### src/rtl/fltr_bounce_gen_pkg.sv
// Shared types for the filter bounce stimulus generator.
package fltr_bounce_gen_pkg;
    typedef logic [7:0] u8_t;
    typedef logic [3:0] u4_t;

    typedef enum logic [1:0] {ST_IDLE, ST_GLITCH, ST_GAP, ST_HOLD} enBNC_STATE;

    localparam int CNT_W_DEF = 8;
    localparam int NB_W_DEF  = 4;
endpackage

### src/rtl/fltr_bounce_gen_dur_cnt.sv
// Loadable duration down-counter; a load of len runs for max(len,1) cycles.
module fltr_bounce_gen_dur_cnt #(
    parameter int CNT_W = 8
) (
    input  logic             clk,
    input  logic             rst_n,
    input  logic             load,
    input  logic [CNT_W-1:0] len,
    output logic             zero
);
    logic [CNT_W-1:0] cnt;

    always_ff @(posedge clk or negedge rst_n) begin
        if (!rst_n) begin
            cnt <= '0;
        end else if (load) begin
            cnt <= (len == '0) ? '0 : len - CNT_W'(1);
        end else if (cnt != '0) begin
            cnt <= cnt - CNT_W'(1);
        end
    end

    assign zero = (cnt == '0);
endmodule

### src/rtl/fltr_bounce_gen.sv
// Drives the glitch filter input with n bounce pulses, then holds a target level.
module fltr_bounce_gen
    import fltr_bounce_gen_pkg::*;
#(
    parameter int CNT_W = CNT_W_DEF,
    parameter int NB_W  = NB_W_DEF
) (
    input  logic             clk,
    input  logic             rst_n,
    input  logic             start,
    input  logic             target,
    input  logic [NB_W-1:0]  n_bounce,
    input  logic [CNT_W-1:0] glitch_len,
    input  logic [CNT_W-1:0] gap_len,
    input  logic [CNT_W-1:0] hold_len,
    output logic             fltr_in,
    output logic             busy,
    output logic             done
);
    enBNC_STATE       state;
    logic             tgt_sh;
    logic             old_sh;
    logic [NB_W-1:0]  bcnt;
    logic [CNT_W-1:0] g_sh;
    logic [CNT_W-1:0] p_sh;
    logic [CNT_W-1:0] h_sh;
    logic             load;
    logic             zero;
    logic [CNT_W-1:0] load_len;

    function automatic logic [CNT_W-1:0] clamp1(input logic [CNT_W-1:0] v);
        return (v == '0) ? CNT_W'(1) : v;
    endfunction

    // The counter is reloaded on every timed-state entry; at start the shadows
    // are not yet valid so the raw inputs feed it directly.
    always_comb begin
        load     = 1'b0;
        load_len = g_sh;
        case (state)
            ST_IDLE: if (start) begin
                load     = 1'b1;
                load_len = (n_bounce == '0) ? hold_len : glitch_len;
            end
            ST_GLITCH: if (zero) begin
                load     = 1'b1;
                load_len = p_sh;
            end
            ST_GAP: if (zero) begin
                load     = 1'b1;
                load_len = (bcnt != '0) ? g_sh : h_sh;
            end
            default: ;
        endcase
    end

    fltr_bounce_gen_dur_cnt #(.CNT_W(CNT_W)) u_dur_cnt (
        .clk   (clk),
        .rst_n (rst_n),
        .load  (load),
        .len   (load_len),
        .zero  (zero)
    );

    always_ff @(posedge clk or negedge rst_n) begin
        if (!rst_n) begin
            state   <= ST_IDLE;
            tgt_sh  <= 1'b0;
            old_sh  <= 1'b0;
            bcnt    <= '0;
            g_sh    <= '0;
            p_sh    <= '0;
            h_sh    <= '0;
            fltr_in <= 1'b0;
            busy    <= 1'b0;
            done    <= 1'b0;
        end else begin
            done <= 1'b0;
            case (state)
                ST_IDLE: if (start) begin
                    tgt_sh <= target;
                    old_sh <= fltr_in;
                    bcnt   <= n_bounce;
                    g_sh   <= clamp1(glitch_len);
                    p_sh   <= clamp1(gap_len);
                    h_sh   <= clamp1(hold_len);
                    busy   <= 1'b1;
                    if (n_bounce == '0) begin
                        state   <= ST_HOLD;
                        fltr_in <= target;
                    end else begin
                        state   <= ST_GLITCH;
                        fltr_in <= ~fltr_in;
                    end
                end
                ST_GLITCH: if (zero) begin
                    bcnt    <= bcnt - NB_W'(1);
                    state   <= ST_GAP;
                    fltr_in <= old_sh;
                end
                ST_GAP: if (zero) begin
                    if (bcnt != '0) begin
                        state   <= ST_GLITCH;
                        fltr_in <= ~old_sh;
                    end else begin
                        state   <= ST_HOLD;
                        fltr_in <= tgt_sh;
                    end
                end
                ST_HOLD: if (zero) begin
                    state <= ST_IDLE;
                    busy  <= 1'b0;
                    done  <= 1'b1;
                end
                default: state <= ST_IDLE;
            endcase
        end
    end
endmodule
### config.mk
export PLATFORM = sky130hd
export DESIGN_NAME = fltr_bounce_gen
export DESIGN_NICKNAME = d
export VERILOG_FILES = /design/src/rtl/fltr_bounce_gen_pkg.sv /design/src/rtl/fltr_bounce_gen_dur_cnt.sv /design/src/rtl/fltr_bounce_gen.sv
export SDC_FILE = /design/constraint.sdc
export NUM_CORES = 1
export LEC_CHECK = 0
export ABC_AREA = 1
export BUFFER_PORTS_ARGS = -buffer_cell sky130_fd_sc_hd__buf_2
export CAP_MARGIN = 20
export CORE_MARGIN = 1
export CORE_UTILIZATION = 55
export DETAILED_ROUTE_END_ITERATION = 16
export PLACE_DENSITY = 0.8
export SYNTH_ARGS = -nofsm -noshare
export SYNTH_HDL_FRONTEND = slang
export SYNTH_SLANG_ARGS = --single-unit
export TNS_END_PERCENT = 10
### constraint.sdc
create_clock -name clk -period 6.2 [get_ports clk]
set_input_delay 1.24 -clock clk [delete_from_list [all_inputs] [get_ports clk]]
set_output_delay 1.24 -clock clk [all_outputs]
set_load 0.005 [all_outputs]
Word-level counts from Yosys, hierarchy flattened
Index checks and enable logic that the tools add are counted.
{"block": "word_totals", "input_bits": 32, "memories": 0, "rom_bits": 0, "ramBits": 0, "elab_cells": 77, "out_inout_bits": 3, "regBits": 43, "latchBits": 0}
{"block": "classes", "shift": 0, "n_eq_ne": 7, "div": 0, "n_reduce_logical": 19, "n_mux": 35, "n_bitwise": 2, "n_addsub": 3, "multipliers": 0, "order_cmp": 0}
{"cell": "2-to-1 mux 8 bit", "n": 11}
{"cell": "logical NOT 8 bit", "n": 5}
{"cell": "case mux 8 bit (3 select lines)", "n": 1}
{"cell": "subtractor 8 x 1 -> 8 bit (second input constant)", "n": 2}
{"cell": "2-to-1 mux 2 bit", "n": 6}
{"cell": "2-to-1 mux 1 bit", "n": 10}
{"cell": "2-to-1 mux 4 bit", "n": 2}
{"cell": "case mux 2 bit (4 select lines)", "n": 1}
{"cell": "case mux 4 bit (2 select lines)", "n": 1}
{"cell": "AND reduction 4 bit", "n": 2}
{"cell": "nonzero test 8 bit", "n": 1}
{"cell": "!= test 2 x 1 -> 1 bit (second input constant)", "n": 3}
{"cell": "AND reduction 3 bit", "n": 2}
{"cell": "nonzero test 2 bit", "n": 3}
{"cell": "== test 2 bit (second input constant)", "n": 2}
{"cell": "logical NOT 4 bit", "n": 1}
{"cell": "case mux 1 bit (2 select lines)", "n": 2}
{"cell": "nonzero test 4 bit", "n": 1}
{"cell": "subtractor 4 x 1 -> 4 bit (second input constant)", "n": 1}
{"cell": "case mux 1 bit (3 select lines)", "n": 1}
{"cell": "nonzero test 3 bit", "n": 1}
{"cell": "== test 2 x 1 -> 1 bit (second input constant)", "n": 1}
{"cell": "logical NOT 2 bit", "n": 1}
{"cell": "!= test 2 bit (second input constant)", "n": 1}
{"cell": "3 further kinds", "n": 4}

Logic depth before layout (Yosys ltp)
{"block": "depth", "ltp_word": 7, "depth_mapped": 17, "depth_no_buf": 16}

Modules after synthesis
From an unflattened synthesis, not the netlist that was laid out.
{"block": "unflattened", "hier_cells": 414, "area_unflattened_um2": 2974.1}
{"module": "fltr_bounce_gen", "instances": 1, "seq_area_each_um2": 875.8, "cells_per_inst": 301, "area_per_inst_um2": 2228.4}
{"module": "fltr_bounce_gen_dur_cnt", "instances": 1, "seq_area_each_um2": 200.2, "cells_per_inst": 113, "area_per_inst_um2": 745.7}

Least setup slack after synthesis
OpenSTA, ideal clock, no wires.
{"block": "synth_timing", "kind": "input to register", "from": "in start", "to": "reg u_dur_cnt.cnt[3]", "setup_slack_ns": 3.524, "t_arrival_ns": 2.551, "setup_time_ns": 0.125, "t_required_ns": 6.075, "stages": 14, "path_buffers": 1, "path_cell_list": "nand2_1 > inv_1 > buf_2 > nand3_1 > nand2_1 > inv_1 > nand2_1 > o21bai_2 > ha_1 > nand3_1 > nor2_2 > nor2_4 > o21ai_1 > a21oi_1"}
{"block": "synth_via", "elab_chain_len": 5, "elab_cells_between_ends": 9, "classes_between": "add/sub: 1; mux: 6; reduce/logical: 2"}
{"item": "start, declared", "line": "fltr_bounce_gen.sv:10", "rtl": "input logic start,"}
{"item": "2-to-1 mux 8 bit", "line": "fltr_bounce_gen.sv:41", "rtl": "ST_IDLE: if (start) begin"}
{"item": "case mux 8 bit (3 select lines)", "line": "fltr_bounce_gen.sv:40", "rtl": "case (state)"}
{"item": "subtractor 8 x 1 -> 8 bit / logical NOT 8 bit (equally long branches)", "line": "fltr_bounce_gen_dur_cnt.sv:17", "rtl": "cnt <= (len == '0) ? '0 : len - CNT_W'(1);"}
{"item": "2-to-1 mux 8 bit", "line": "fltr_bounce_gen_dur_cnt.sv:17"}
{"item": "2-to-1 mux 8 bit", "line": "fltr_bounce_gen_dur_cnt.sv:16", "rtl": "end else if (load) begin"}
{"item": "end signal, assigned", "line": "fltr_bounce_gen_dur_cnt.sv:17"}
{"item": "end signal, assigned", "line": "fltr_bounce_gen_dur_cnt.sv:19", "rtl": "cnt <= cnt - CNT_W'(1);"}
{"item": "end, declared", "line": "fltr_bounce_gen_dur_cnt.sv:11", "rtl": "logic [CNT_W-1:0] cnt;"}
Parallel ways exist; a longest one is shown, timed or not.
A chain may end at the register's enable or synchronous reset.

Worst setup path in the final report
Same ends and word-level chain as after synthesis.

==> metrics.txt <==
VDD IR max=0.239 mV; CTS root buf=clkbuf_8; row count=26; Worst-path clk slew=0.08 ns; n_diodes=0; ys flop type=dfrtp_1; First-pass DRT Iterations=5; Worst Setup End Kind=register; CP Class=in2reg; largest area contributor in the netlist=dfrtp_1; total number of vias=2,756; Antenna Nets Post-Route=0; nets=499; vias in the first global route=2,531; worst rel slew slack=35.1%; number of CTS-inserted buffers=5; syn_area_per_cell=7.08 um^2; Port Buffers=34; layout cells sized above 1=14.7%; f_max=329 MHz; reg2reg setup slack=3.39 ns; status=finished clean; initial drt markers=140; RSZ-0062 raised after global routing=false; Vias per Instance=5.24; antenna violations before repair=0; number of fill cells=492; final setup fails=0; buffer count from post-CTS setup fixing=0; GRT overflow=0; top cell type's share of synthesized area=35.7%; crit path to=u_dur_cnt.cnt[3]; total power=1640 uW; largest family of logic cells by synthesized area=simple AND/OR/NAND/NOR gates; Min-Delay Path Class=reg2reg; Setup crit start kind=primary input; Final Util=63.2%; H-tree lvl count=2; core footprint=0.00520 mm^2; Critical path origin=start; post-DP HPWL=5150 um; Starting Density=57.8%; TNS Setup=0 ns; gr usage total=25.2%; post-synthesis xor/xnor area fraction=2.04%; I/O pins=35; most frequent cells after synthesis=126 x nand2_1, 55 x inv_1, 43 x dfrtp_1; Clock Latency Late Sink=0.30 ns; fin crit share=49.1%; top-count cell post-synth=nand2_1; data arrival time of the critical path=3.22 ns; share of synthesized cell area in full adder, half adder and majority cells=4.57%; leak pwr=0.00179 uW; placed cells=519; final non-filler cell total=526; clock sink count=43; R2R Path Start=state[0]; async set-reset flop share out of synthesis=100%; Die X=76.0 um; Seq/Total Area, Yosys=35.7%; WL per Instance=12.8 um; synth unique cells=37; GPL Wtd Cong=0.932; largest net degree at the start of global routing=53; die footprint=0.00577 mm^2; endpoints failing hold=0; compound-gate portion of the synthesized area=10.5%; number of synthesized flops with an enable pin=0; Post-CTS Hold Buffers=0; die span in y=76.0 um; final worst slack=3.16 ns; Yosys reg bits=43; Mapped Cells=425; first-pass GRT wire length=11,500 um; Worst Reg2Reg Path Length in Cells=16; worst clock skew=0.0130 ns; pre-CTS setup slack=2.87 ns; Mapped Nets=468; r2r endpoint=u_dur_cnt.cnt[3]; critical path data required time=6.37 ns; Post-Synth Simple-Gate Area=37.1%; max-slew violation count=0; mux cell area share after synthesis=0%; clock buffer depth=2; synthesized area=0.00301 mm^2; TritonCTS clock tree=built; # DRC=0; crit path max fanout=52; max-cap violations=0; Area growth, synth to finish=9.31%; Tmin final=3.04 ns; YS warnings=0; post_cts resized=0; Cell Pwr Density=499 mW/mm^2; Detailed Route WL=6720 um; Least-Margin Pin Slew=0.973 ns; largest cells by area after synthesis=dfrtp_1 36%, nand2_1 16%, inv_1 6.9%
## registers in the layout, indices dropped and copies added, names as in the netlist
name / count
tgt_sh: 1
state: 2
fltr_in: 1
done: 1
h_sh: 8
p_sh: 8
g_sh: 8
old_sh: 1
bcnt: 4
busy: 1
u_dur_cnt.cnt: 8
## logic make-up (layout without fill, tap and decap cells)
family | after synthesis | in the layout
buf+inv | 68 | 99
flops | 43 | 43
simple gates | 238 | 238
fa+ha+maj | 11 | 11
compound gates | 58 | 58
xor+xnor | 7 | 7
## how the worst min path moves through the flow
| stage | startpoint | endpoint | slack [ns] | cells after the start |
|---|---|---|---|---|
| global placement | p_sh[5] | p_sh[5] | 0.47 | 2 |
| floorplan | p_sh[7] | p_sh[7] | 0.45 | 2 |
| detailed placement | p_sh[5] | p_sh[5] | 0.47 | 2 |
| CTS | p_sh[5] | p_sh[5] | 0.49 | 2 |
| finish | p_sh[5] | p_sh[5] | 0.48 | 2 |
| global route | p_sh[5] | p_sh[5] | 0.51 | 2 |
## layout by cell type (no fill, tap or decap), types with 4 or more instances in the layout
| master | netlist | routed |
|---|---|---|
| nand3_1 | 41 | 41 |
| o21ai_0 | 36 | 36 |
| xor2_1 | 6 | 6 |
| nor2_1 | 28 | 28 |
| nor2_2 | 7 | 7 |
| nor3_1 | 5 | 5 |
| nand4_1 | 8 | 8 |
| clkbuf_8 | 0 | 5 |
| ha_1 | 11 | 11 |
| nor2_4 | 4 | 4 |
| a21oi_1 | 13 | 13 |
| nand2_1 | 126 | 126 |
| buf_2 | 2 | 34 |
| dfrtp_1 | 43 | 43 |
| nand2_2 | 5 | 5 |
| inv_1 | 55 | 55 |
## final cells by class
type / count / area [um^2] / share of cell area (%)
Multi-Input combinational cell: 314 / 1630 / 49.6
Tap cell: 70 / 87.6 / 2.66
Inverter: 57 / 214 / 6.50
Clock buffer: 6 / 72.6 / 2.21
Sequential cell: 43 / 1080 / 32.7
Timing Repair Buffer: 35 / 178 / 5.40
Clock inverter: 1 / 30.0 / 0.913
## metal layers
| layer | global-route usage [%] | wire length, um |
|---|---|---|
| met1 | 32.0 | 3080 |
| met2 | 42.6 | 3170 |
| met3 | 4.67 | 301 |
| met4 | 10.0 | 172 |
| met5 | 0 | 0 |
## worst max-delay path: stages
cell and delay, ns:
buf_2 0.10, nand2_1 0.05, buf_4 0.39, inv_1 0.27, nand3_1 0.16, nand2_1 0.06
inv_1 0.05, nand2_1 0.08, o21bai_2 0.17, ha_1 0.17, nand3_1 0.08, nor2_2 0.16
nor2_4 0.07, o21ai_1 0.08, a21oi_1 0.07
## metrics by stage
step	area (um^2)	hold slack [ns]
finish	3290	0.485
global route	3290	0.507
CTS	3290	0.489
detailed placement	3190	0.467
global placement	3190	0.465
floorplan	3010	0.449
## power by group
group,total [uW],internal (uW),leakage [uW],switching (uW)
combinational,925,327,0.00121,598
sequential,506,414,0.000529,91.1
clock,212,118,0.0000513,93.6
No activity file was read; power rests on OpenSTA's default activity.
